===== src/rtl/priority_enc_4_2_equation.sv =====
// 4:2 priority encoder built from sum-of-products equations, with valid and
// contention flags and an optional output register stage.
module priority_enc_4_2_equation #(
    parameter int OUT_REG      = 1,
    parameter int MSB_PRIORITY = 1
) (
    input  logic       i_clk,
    input  logic       i_rst,
    input  logic [3:0] i_code,
    output logic [1:0] o_code,
    output logic       o_valid,
    output logic       o_multi
);

    logic [1:0] code_d;
    logic       valid_d;
    logic       multi_d;

    logic c0, c1, c2, c3;
    assign c0 = i_code[0];
    assign c1 = i_code[1];
    assign c2 = i_code[2];
    assign c3 = i_code[3];

    // Each equation is written so that an all-zero request vector yields 00.
    generate
        if (MSB_PRIORITY != 0) begin : g_msb_first
            assign code_d[1] = c3 | c2;
            assign code_d[0] = c3 | (~c2 & c1);
        end else begin : g_lsb_first
            assign code_d[1] = (~c0 & ~c1 & c2) | (~c0 & ~c1 & c3);
            assign code_d[0] = (~c0 & c1) | (~c0 & ~c2 & c3);
        end
    endgenerate

    assign valid_d = c0 | c1 | c2 | c3;

    // Any pair of set bits means at least two requests are competing.
    assign multi_d = (c0 & c1) | (c0 & c2) | (c0 & c3)
                   | (c1 & c2) | (c1 & c3) | (c2 & c3);

    generate
        if (OUT_REG != 0) begin : g_reg
            logic [1:0] code_q;
            logic       valid_q;
            logic       multi_q;

            // All three outputs share one register stage so none can lag.
            always_ff @(posedge i_clk) begin
                if (i_rst) begin
                    code_q  <= 2'b00;
                    valid_q <= 1'b0;
                    multi_q <= 1'b0;
                end else begin
                    code_q  <= code_d;
                    valid_q <= valid_d;
                    multi_q <= multi_d;
                end
            end

            assign o_code  = code_q;
            assign o_valid = valid_q;
            assign o_multi = multi_q;
        end else begin : g_comb
            assign o_code  = code_d;
            assign o_valid = valid_d;
            assign o_multi = multi_d;
        end
    endgenerate

endmodule


===== config.mk =====
export PLATFORM = sky130hd
export DESIGN_NAME = priority_enc_4_2_equation
export DESIGN_NICKNAME = d
export VERILOG_FILES = /design/src/rtl/priority_enc_4_2_equation.sv
export SDC_FILE = /design/constraint.sdc
export NUM_CORES = 1
export LEC_CHECK = 0
export ABC_CLOCK_PERIOD_IN_PS = 800
export CAP_MARGIN = 40
export CORE_AREA = 5 5 42 44
export DETAILED_ROUTE_END_ITERATION = 12
export DIE_AREA = 0 0 47 49
export SYNTH_ARGS = -nofsm -noshare
export SYNTH_HDL_FRONTEND = slang
export SYNTH_SLANG_ARGS = --single-unit

===== constraint.sdc =====
create_clock -name i_clk -period 0.8 [get_ports i_clk]
set_input_delay 0.16 -clock i_clk [delete_from_list [all_inputs] [get_ports i_clk]]
set_output_delay 0.16 -clock i_clk [all_outputs]
set_load 0.02 [all_outputs]

==> results.toml <==
[synth]
synth_most_common_cell = "dfxtp_1"
synth_cell_types = 8
synth_top_cells_by_count = "4 x dfxtp_1, 3 x nor2_1, 2 x a21oi_1, 2 x nor3_1"
synth_top_area_share = 0.5926
yosysSeqAreaShare = 0.5926
yosysWarnings = 0
yosys_register_bits = 4
postSynth.asyncResetShare = 0
synthTopCellsByArea = "dfxtp_1 59%, nor2_1 8.3%, a21oi_1 7.4%, nor3_1 7.4%, a211oi_1 5.6%"
syn_area_per_cell_sq_um = 9.009
synth_edf_count = 0
netlist_instances = 15
synthFlopType = "dfxtp_1"
syn_area_sq_um = 135.1
yosys.area.top_type = "dfxtp_1"
synth_nets = 21

[sta]
worstMarginPinSlew_ns = 0.2185
rsz0062_at_grt = "yes"
hold_viol_final = 0
setup_viol = 4
fin_crit_sh = 1.020
setup_slack_ns = -0.01593
slew_viol_final = 0
fin_setup_tns_ns = -0.05740
period_needed_ns = 0.8159
relSlewSlack = 0.8530
max_clock_freq_mhz = 1226

[global_routing]
antenna_found_initial = 0
grt_pass1_wl_um = 552
grt.overflow.total = 0
grt_max_degree = 5
grt.total_usage = 0.03730
grt_pass1_vias = 148

[critical_path]
worstPathRequired_ns = 0.64
start_kind = "flop"
endpoint_kind = "output port"
path_cells = "buf_6"
cp_max_fo = 1
path_buf_inv = 1
critical_path.top_delay_family = "flip-flops"
arrival_ns = 0.66
slowest_stage = "dfxtp_2"
critical_path_class = "reg -> out"
cpPeakStageDelay_ns = 0.31

[layout]
multi_input_area_sq_um = 51.30
n_fill_cell = 168
layout-drive-gt1-share = 0.4839
fin_area_sq_um = 302.8
layoutNonFillerInstCount = 47
fin_nets = 39
layout-area-overhead-vs-synth_pct = 124.1
num_antenna_cells = 0
register_area_sq_um = 85.08

[place]
dp_cells = 44
gp_congestion = 0.6876
port_buffers = 9
place_area_sq_um = 275.3

[floorplan]
coreArea_sq_um = 1401
start_util = 0.09643
rows = 14
ioPinCount = 10
die_w_um = 47
die_area_sq_um = 2303
die_y_um = 49

[routing]
postRouteAntennaNets = 0
detail_route.wl_per_cell_um = 6.915
via_per_inst = 3.255
drt_iter0_markers = 3
num_vias = 153
drcViolationCount = 0
firstDrtPassIters = 2
wl_um = 325

[power]
p_int_mw = 0.4456
seq_power_share = 0.390
p_comb_frac = 0.185
p_sw_mw = 0.1269
power_density_nw_per_um2 = 1891
swShare = 0.2216
power.leakage_nw = 0.1369
pwr-share-clk = 0.425
ir_drop_mv = 0.3448

[cts]
numCtsBuffers = 3
clk_transition_reported_paths_ns = 0.04
cts_sinks = 4
cts_tree = "done"
clock_path_buffers = 2
root_buffer = "clkbuf_4"
post_cts_buffers = 0
htreeDepth = 1

[run_status]
violations = "negative setup slack"
outcome = "complete, but fails checks"

[job]
drv_cap = 0

[hold_path]
worstHoldPathType = "in -> reg"
## placed cells by master (no fill, tap or decap)
cell / netlist / final
a211oi_1: 1 / 1
dlygate4sd2_1: 0 / 4
clkdlybuf4s50_1: 0 / 1
nor4_1: 1 / 1
inv_1: 1 / 1
nor2_1: 3 / 3
nand2b_1: 1 / 1
clkbuf_4: 0 / 3
nor3_1: 2 / 2
dfxtp_2: 0 / 4
buf_4: 0 / 4
buf_6: 0 / 4
a21oi_1: 2 / 2
## sequential cells by signal, summed over array words and instances (netlist names)
| name | flops |
|---|---|
| o_valid | 1 |
| o_multi | 1 |
| o_code | 2 |
## power groups by stage
stage,Sequential (mW),Combinational [mW],Clock (mW)
finish,0.223,0.106,0.243
global route,0.224,0.114,0.276
CTS,0.223,0.107,0.257
detailed placement,0.221,0.111,0
global placement,0.221,0.110,0
floorplan,0.239,0.0155,0
## path summary, 6_finish.rpt
check,startpoint,to,cells past startpoint
worst max-delay path,o_valid$_SDFF_PP0_,o_valid,1
worst min-delay path,i_code[2],o_code[1]$_SDFF_PP0_,3
## timing repair
| action | CTS | global route |
|---|---|---|
| resized for setup | 32 | 0 |
| setup endpoints to repair | 7 | 4 |
| hold buffers | 0 | 0 |
| pin swaps | 1 | 0 |
## routing by layer
layer	GRT usage	part of all wire	vias up
met5	0	0	-
met4	0.06912	0	0
met3	0.02583	0.22	0
met2	0.02941	0.32	9
met1	0.03947	0.45	59
li1	-	-	85
## area by class of cell
type,count,share of cell area
timing repair buffer,13,0.3967
sequential,4,0.2810
multi-input combinational,10,0.1694
clock buffer,3,0.07438
tap,16,0.06612
inverter,1,0.01240
## metrics by stage
step | total power, mW | hold WS (ns) | util | setup slack, ns
2_1_floorplan | 0.2547 | 0.2291 | - | 0.2449
3_3_place_gp | 0.3316 | 0.7616 | 0.1964 | -0.2722
3_5_place_dp | 0.3322 | 0.7623 | 0.1964 | -0.3002
4_1_cts | 0.5873 | 0.3554 | 0.2161 | -0.02622
5_1_grt | 0.6147 | 0.3828 | 0.2161 | -0.04320
6_report | 0.5724 | 0.3595 | 0.2161 | -0.01593
## kinds of logic after synthesis
group | count (synthesis) | share of synthesized area
and+or+nand+nor | 7 | 0.2501
DFF | 4 | 0.5926
AOI/OAI and AO/OA | 3 | 0.1297
buffers and inverters | 1 | 0.02775
(Power assumes the default switching activity.)
